`config.mk`:
```
export PLATFORM = sky130hd
export DESIGN_NAME = send_top
export DESIGN_NICKNAME = d
export VERILOG_FILES = /design/src/rtl/send_top.sv
export SDC_FILE = /design/constraint.sdc
export NUM_CORES = 1
export LEC_CHECK = 0
export BUFFER_PORTS_ARGS = -buffer_cell sky130_fd_sc_hd__buf_4
export CORE_MARGIN = 3
export CORE_UTILIZATION = 55
export CTS_CLUSTER_SIZE = 24
export DETAILED_ROUTE_END_ITERATION = 7
export PLACE_DENSITY = 0.76
export SYNTH_ARGS = -nofsm -noshare
export SYNTH_HDL_FRONTEND = slang
export SYNTH_SLANG_ARGS = --single-unit
```
`constraint.sdc`:
```
create_clock -name clk -period 9.16 [get_ports clk]
set_input_delay 1.374 -clock clk [delete_from_list [all_inputs] [get_ports clk]]
set_output_delay 1.374 -clock clk [all_outputs]
set_load 0.01 [all_outputs]
```
`src/rtl/send_top.sv`:
```
// send_top: byte-wide Ethernet-style frame transmitter with an 8-bit LRC FCS.
// Optional zero padding of short payloads up to MIN_PL bytes: define SEND_PAD_EN.
module send_top #(
    parameter logic [47:0] SRC_MAC_ADDR = 48'h00_0a_95_9d_68_20,
    parameter int unsigned MIN_PL       = 46
) (
    input  logic        clk,
    input  logic        rst,
    input  logic        start,
    input  logic [47:0] dest_mac,
    input  logic [15:0] pl_len,
    input  logic [7:0]  in_data,
    input  logic        in_vld,
    output logic        in_rdy,
    output logic [7:0]  tx_data,
    output logic        tx_en,
    output logic        ready,
    output logic        done,
    output logic        err
);
    typedef enum logic [3:0] {
        IDLE, PREAMBLE, SFD, MACDST, MACSRC, PLLEN, PL, PAD, FCS, DONE, ERROR
    } state_t;

    state_t      r_state;
    logic [15:0] r_cnt;
    logic [15:0] r_len;
    logic [47:0] r_dst;
    logic [47:0] r_src;
    logic [7:0]  r_lrc;
    logic [7:0]  r_tx_data;
    logic        r_tx_en;
    logic        r_done;
    logic        r_err;

    logic        w_pl_more;
    logic        w_in_rdy;
    logic        w_need_pad;
    logic        w_pad_more;
    logic [7:0]  w_fcs;

    assign w_pl_more = ({1'b0, r_cnt} + 17'd1) < {1'b0, r_len};
    assign w_in_rdy  = (r_state == PLLEN && r_cnt == 16'd1 && r_len != '0) ||
                       (r_state == PL && w_pl_more);
    assign w_fcs     = ~r_lrc + 8'd1;

`ifdef SEND_PAD_EN
    assign w_need_pad = 32'(r_len) < MIN_PL;
    assign w_pad_more = (32'(r_cnt) + 32'(r_len) + 32'd1) < MIN_PL;
`else
    assign w_need_pad = 1'b0;
    assign w_pad_more = 1'b0;
`endif

    assign in_rdy  = w_in_rdy;
    assign tx_data = r_tx_data;
    assign tx_en   = r_tx_en;
    assign done    = r_done;
    assign err     = r_err;
    assign ready   = (r_state == IDLE) && !rst;

    // tx_data/tx_en are loaded on the edge that enters each byte position,
    // so the registered byte always belongs to the current state/count.
    always_ff @(posedge clk or posedge rst) begin
        if (rst) begin
            r_state   <= IDLE;
            r_cnt     <= '0;
            r_len     <= '0;
            r_dst     <= '0;
            r_src     <= '0;
            r_lrc     <= '0;
            r_tx_data <= '0;
            r_tx_en   <= 1'b0;
            r_done    <= 1'b0;
            r_err     <= 1'b0;
        end else begin
            r_done <= 1'b0;
            r_err  <= 1'b0;
            case (r_state)
                IDLE: begin
                    r_lrc <= '0;
                    r_cnt <= '0;
                    if (start) begin
                        r_dst     <= dest_mac;
                        r_src     <= SRC_MAC_ADDR;
                        r_len     <= pl_len;
                        r_state   <= PREAMBLE;
                        r_tx_en   <= 1'b1;
                        r_tx_data <= 8'h55;
                    end
                end
                PREAMBLE: begin
                    if (r_cnt == 16'd6) begin
                        r_state   <= SFD;
                        r_cnt     <= '0;
                        r_tx_data <= 8'hD5;
                    end else begin
                        r_cnt <= r_cnt + 16'd1;
                    end
                end
                SFD: begin
                    r_state   <= MACDST;
                    r_tx_data <= r_dst[7:0];
                    r_lrc     <= r_lrc + r_dst[7:0];
                    r_dst     <= r_dst >> 8;
                end
                MACDST: begin
                    if (r_cnt == 16'd5) begin
                        r_state   <= MACSRC;
                        r_cnt     <= '0;
                        r_tx_data <= r_src[7:0];
                        r_lrc     <= r_lrc + r_src[7:0];
                        r_src     <= r_src >> 8;
                    end else begin
                        r_cnt     <= r_cnt + 16'd1;
                        r_tx_data <= r_dst[7:0];
                        r_lrc     <= r_lrc + r_dst[7:0];
                        r_dst     <= r_dst >> 8;
                    end
                end
                MACSRC: begin
                    if (r_cnt == 16'd5) begin
                        r_state   <= PLLEN;
                        r_cnt     <= '0;
                        r_tx_data <= r_len[15:8];
                        r_lrc     <= r_lrc + r_len[15:8];
                    end else begin
                        r_cnt     <= r_cnt + 16'd1;
                        r_tx_data <= r_src[7:0];
                        r_lrc     <= r_lrc + r_src[7:0];
                        r_src     <= r_src >> 8;
                    end
                end
                PLLEN, PL: begin
                    if (r_state == PLLEN && r_cnt == 16'd0) begin
                        r_cnt     <= 16'd1;
                        r_tx_data <= r_len[7:0];
                        r_lrc     <= r_lrc + r_len[7:0];
                    end else if (w_in_rdy && !in_vld) begin
                        r_state   <= ERROR;
                        r_tx_en   <= 1'b0;
                        r_tx_data <= '0;
                        r_err     <= 1'b1;
                    end else if (w_in_rdy) begin
                        r_state   <= PL;
                        r_cnt     <= (r_state == PL) ? r_cnt + 16'd1 : 16'd0;
                        r_tx_data <= in_data;
                        r_lrc     <= r_lrc + in_data;
                    end else if (w_need_pad) begin
                        r_state   <= PAD;
                        r_cnt     <= '0;
                        r_tx_data <= '0;
                    end else begin
                        r_state   <= FCS;
                        r_cnt     <= '0;
                        r_tx_data <= w_fcs;
                    end
                end
                PAD: begin
                    if (w_pad_more) begin
                        r_cnt <= r_cnt + 16'd1;
                    end else begin
                        r_state   <= FCS;
                        r_cnt     <= '0;
                        r_tx_data <= w_fcs;
                    end
                end
                FCS: begin
                    if (r_cnt == 16'd3) begin
                        r_state   <= DONE;
                        r_cnt     <= '0;
                        r_tx_en   <= 1'b0;
                        r_tx_data <= '0;
                        r_done    <= 1'b1;
                    end else begin
                        r_cnt <= r_cnt + 16'd1;
                    end
                end
                default: begin
                    r_state   <= IDLE;
                    r_tx_en   <= 1'b0;
                    r_tx_data <= '0;
                end
            endcase
        end
    end
endmodule

```
---- After elaboration in Yosys (flattened, before gate mapping) ----
Index checks and enable logic that the tools add are counted.
storage, ports and cells
  flip-flop bits (word level) ............. 151
  bits of input ports ..................... 76
  word-level logic and storage cells ...... 121
cells by class
  $add $sub $neg .......................... 8
  order comparisons ....................... 1
  equal/unequal tests ..................... 23
  multiplexer cells ....................... 49
  bitwise logic cells ..................... 2
  reduce and logical (&&, ||, !) cells .... 28
operators with widths
  operator                                              count
  case mux 48 bit (3 select lines)                      2
  two-way mux 48 bit                                    5
  two-way mux 16 bit                                    7
  two-way mux 8 bit                                     13
  case mux 16 bit (5 select lines)                      1
  case mux 8 bit (8 select lines)                       1
  adder 8 bit                                           5
  case mux 8 bit (5 select lines)                       1
  equality test 16 x 3 -> 1 bit, second input constant  2
  two-way mux 4 bit                                     8
  case mux 4 bit (8 select lines)                       1
  != test 2 bit, second input constant                  9
  adder 16 x 1 -> 17 bit, second input constant         1
  < comparator 17 x 16 -> 1 bit                         1
  adder 16 x 1 -> 16 bit, second input constant         1
  equality test 16 x 1 -> 1 bit, second input constant  1
  equality test 16 x 2 -> 1 bit, second input constant  1
  equality test 4 x 3 -> 1 bit, second input constant   4
  zero test 16 bit                                      1
  nonzero test 16 bit                                   1
  nonzero test 5 bit                                    2
  two-way mux 1 bit                                     9
  AND reduction 3 bit                                   3
  adder 8 x 1 -> 8 bit, second input constant           1
  18 further kinds                                      30

---- Longest topological paths before layout ----
  depth after elaboration ................. 8
  gate-level depth with buffers ........... 18

---- Least setup slack after synthesis ----
OpenSTA, ideal clock, no wires.
  path kind ............................... reg2out
  start ................................... register r_cnt[2]
  end ..................................... output port in_rdy
  data arrival time ....................... 2,841 ps
  data required time ...................... 7,786 ps
  setup slack ............................. 4,945 ps
  cell stages (with the launch flop) ...... 14
  cells stage by stage .................... dfrtp_1 buf_4 and3_2 and3_1 nand2_1 or3_1 xnor2_1 ha_1 nand4_1 nor3_1 a211oi_1 o2111a_2 nor2_1 inv_1
between the ends
  cells in the longest elaborated chain, start to end .. 4
  elaborated cells between the ends (all ways) .. 7
  those cells by class .................... 1 x add/sub; 1 x order compare; 1 x eq/ne; 4 x reduce/logical
RTL lines
  item                                                                     RTL line  source
  start, declared                                                          26        logic [15:0] r_cnt;
  start signal, assigned                                                   98        r_cnt <= r_cnt + 16'd1;
  start signal, assigned                                                   115       r_cnt <= r_cnt + 16'd1;
  start signal, assigned                                                   128       r_cnt <= r_cnt + 16'd1;
  adder 16 x 1 -> 17 bit or equality test 16 x 1 -> 1 bit (tied branches)  42, 43
  < comparator 17 x 16 -> 1 bit or logical AND 1 bit (tied branches)       42, 43
  logical AND 1 bit (on tied branches)                                     44, 43
  logical OR 1 bit (*)                                                     43        assign w_in_rdy = (r_state == PLLEN && r_cnt == 16'd1 && r_len != '0) ||
  end, declared                                                            14        output logic in_rdy,
Every way passes the cells marked *; elsewhere a longest branch is shown, timed or not.

---- Final worst setup path ----
Same ends and word-level chain as after synthesis.

==> impl_metrics.csv <==
group,metric,value,unit
status,status,"complete, no violations",
synth,synth.mux.area_fraction,0.0770,
critical_path,path_max_fanout,11,
clock_network,ctsResizeCount,0,
power,powerDensity,403,nW/um^2
synth,syn_avg_cell_area,8.85,um^2
synth,synth_warnings,0,
synth,syn_inst,883,
sta,hold_viol_final,0,
floorplan,io_pins,89,
synth,synth-simple-area-share,0.181,
sta,slew_headroom,0.198,
layout,syn_to_final_growth,16.9,%
synth,synth_common_cells,"129 x nand2_1, 114 x dfrtp_1, 70 x o21ai_0",
synth,ys_seq_area_frac,0.365,
sta,worstMarginPinSlew,1.20,ns
layout,nFillCells,1134,
floorplan,start_util,0.577,
power,power.switching,1.72,mW
layout,fin_cells,1142,
clock_network,cts_buffers,17,
synth,synth_fa_ha_area_frac,0.0871,
power,ir_drop,171,uV
grt,grt_use_total,0.277,
power,p_leak,4.31,nW
sta,hold_slack,0.464,ns
floorplan,die_x,125,um
clock_network,clk_pin_slew,0.06,ns
critical_path,crit_buf_inv,2,
sta,period_share,0.584,
clock_network,cts_max_level,4,
layout,layout.nets,1081,
layout,n_antenna_cell,0,
clock_network,root_buffer,"clkbuf_16",
drt,drt_iter0_drc,690,
synth,netlist_area,7820,um^2
power,p_clk_frac,0.172,
power,comb_power_share,0.550,
power,p_int,1.97,mW
critical_path,max_stage_delay,0.58,ns
synth,synth_nets,1011,
sta,fmax,187,MHz
clock_network,clk_latency,0.42,ns
critical_path,critPathTopFamily,"simple AND/OR/NAND/NOR gates",
place,portBuffers,88,
clock_network,cts_tree,"done",
sta,fin_crit,5.35,ns
job,cap_violations,0,
synth,synth_area_leader_cell,"dfrtp_1",
drt,routed_via_density,6.05,
critical_path,end_kind,"primary output",
synth,synth_area_leaders,"dfrtp_1 36%, ha_1 7.7%, nand2_1 6.2%",
floorplan,core_area,13600,um^2
clock_network,postCtsHoldBufs,0,
clock_network,clockBufferDepth,2,
grt,grt_antenna_before_repair,0,
clock_network,post_cts_buffers,0,
clock_network,numClockSinks,114,
drt,drc,0,
grt,grt_pass1_vias,6530,
critical_path,crit_arrival,3.98,ns
sta,finalSetupTns,0,ns
critical_path,cp-start-kind,"flop",
layout,drive_gt1_frac,0.169,
floorplan,die_h,125,um
power,switching_share,0.466,
sta,setup_viol,0,
synth,synth_flop_cell,"dfrtp_1",
synth,synth_edf_count,0,
floorplan,fp.dieArea,15700,um^2
grt,grt_pass1_wl,34700,um
drt,first_pass_iters,6,
synth,synth_most_common_cell,"nand2_1",
synth,synth-seq-cells,114,
sta,slew_viol_final,0,
synth,synthArstFlopShare,1.00,
grt,grt_max_degree,75,
place,placed_cells,1110,
synth,synth_compound_area_frac,0.194,
drt,drtAntennaViolNets,0,
critical_path,worst_ep_required_time,7.79,ns
place,place_congestion,0.997,
critical_path,cpMaxStageDelayCell,"dfrtp_1",
layout,final_core_util,0.674,
drt,wl_per_cell,19.2,um
synth,ys_types,74,
sta,finClkSkew,0.0171,ns
floorplan,fp-row-count,42,
critical_path,cp_cell_sequence,"and3_2, and3_1, nand2_1, or3_1, xnor2_1, ha_1, nand4_1, nor3_1, a211oi_1, o2111a_2, nor2_1, inv_1, buf_4",
sta,rsz0062_at_grt,"no",
place,hpwl,15900,um
hold_path,holdCritPathClass,"flop to flop",
power,seq_power_share,0.278,
synth,synth_top_family_by_area,"compound AO/OA/AOI/OAI gates",
critical_path,critPathKind,"flop to primary output",
grt,grt-ovfl-total,0,
synth,synth_xor_area_frac,0.0526,
drt,wirelength,21900,um
synth,netlist.area_leader.share,0.365,
drt,vias,6908,
power groups by stage:
stage                     clock network, mW  registers, mW  logic, mW
after floorplan                           0          0.889       1.59
after global placement                    0           1.01       1.95
after detailed placement                  0           1.02       1.98
after CTS                             0.645           1.02       2.00
after global routing                  0.668           1.05       2.24
final                                 0.635           1.02       2.02
path summary, 6_finish.rpt:
check,start,to,slack (ns),cells past startpoint
worst max-delay path,r_cnt[2],in_rdy,3.81,13
worst min-delay path,r_dst[45],r_dst[45],0.46,2
worst max register to register,r_cnt[2],r_cnt[2],4.76,13
worst min register to register,r_dst[45],r_dst[45],0.46,2
max in group asynchronous,rst,r_cnt[0],6.84,3
min in group asynchronous,rst,r_dst[11],1.06,2
state kept, by name, summed over array words and instances, names as in the netlist:
register,cells
r_cnt,16
err,1
done,1
tx_data,8
r_dst,48
r_len,16
tx_en,1
r_state,4
r_src,11
r_lrc,8
cell type report:
cell class / instances / area [um^2] / share of cell area
Clock buffer: 21 / 460 / 0.0504
Timing Repair Buffer: 94 / 706 / 0.0772
Multi-Input combinational cell: 686 / 4640 / 0.508
Tap cell: 176 / 220 / 0.0241
Inverter: 40 / 153 / 0.0167
Sequential cell: 114 / 2850 / 0.312
Clock inverter: 11 / 106 / 0.0116
tightest hold or removal path, stage by stage, from the launching register on:
cell and delay (ns):
dfrtp_1 0.34, nand2_1 0.05, nand2_1 0.05
kinds of logic after synthesis:
group | Yosys count
AO/OA/AOI/OAI | 233
XOR/XNOR | 47
adder cells (fa/ha/maj) | 52
multiplexers | 58
flip-flops | 114
AND/OR/NAND/NOR | 296
buffers and inverters | 83
cell usage in the layout (no fill, tap or decap), types with 5 or more instances in the layout:
master / n
nor2b_1: 5
a31oi_1: 12
a21o_1: 8
mux2i_1: 41
o211ai_1: 6
ha_1: 48
a22oi_1: 7
inv_1: 38
nand3_1: 28
nand4_1: 8
and3_1: 5
buf_4: 94
xor2_1: 18
mux2_2: 17
nand2_1: 128
a221oi_1: 12
nor4_1: 5
nor2_1: 62
o21bai_1: 5
a21oi_1: 42
o21ai_1: 18
a22o_1: 7
nor3_1: 21
o21ai_0: 70
clkbuf_16: 17
xnor2_1: 29
dfrtp_1: 114
stage by stage:
stage | power [mW] | setup WS [ns] | instance area [um^2]
5_1_grt | 3.96 | 3.60 | 9140
3_5_place_dp | 3.00 | 4.31 | 8570
3_3_place_gp | 2.97 | 4.40 | 8570
6_report | 3.68 | 3.81 | 9140
2_1_floorplan | 2.48 | 4.77 | 7820
4_1_cts | 3.66 | 3.85 | 9140
layer usage:
metal	global-route usage	up-vias	wire [um]	share of wire
met3	0.0657	37	1570	0.072
li1	-	3327	-	-
met1	0.387	3287	9790	0.45
met4	0.0893	0	526	0.024
met5	0	-	0	0
met2	0.428	257	10000	0.46
(Power assumes the default switching activity.)
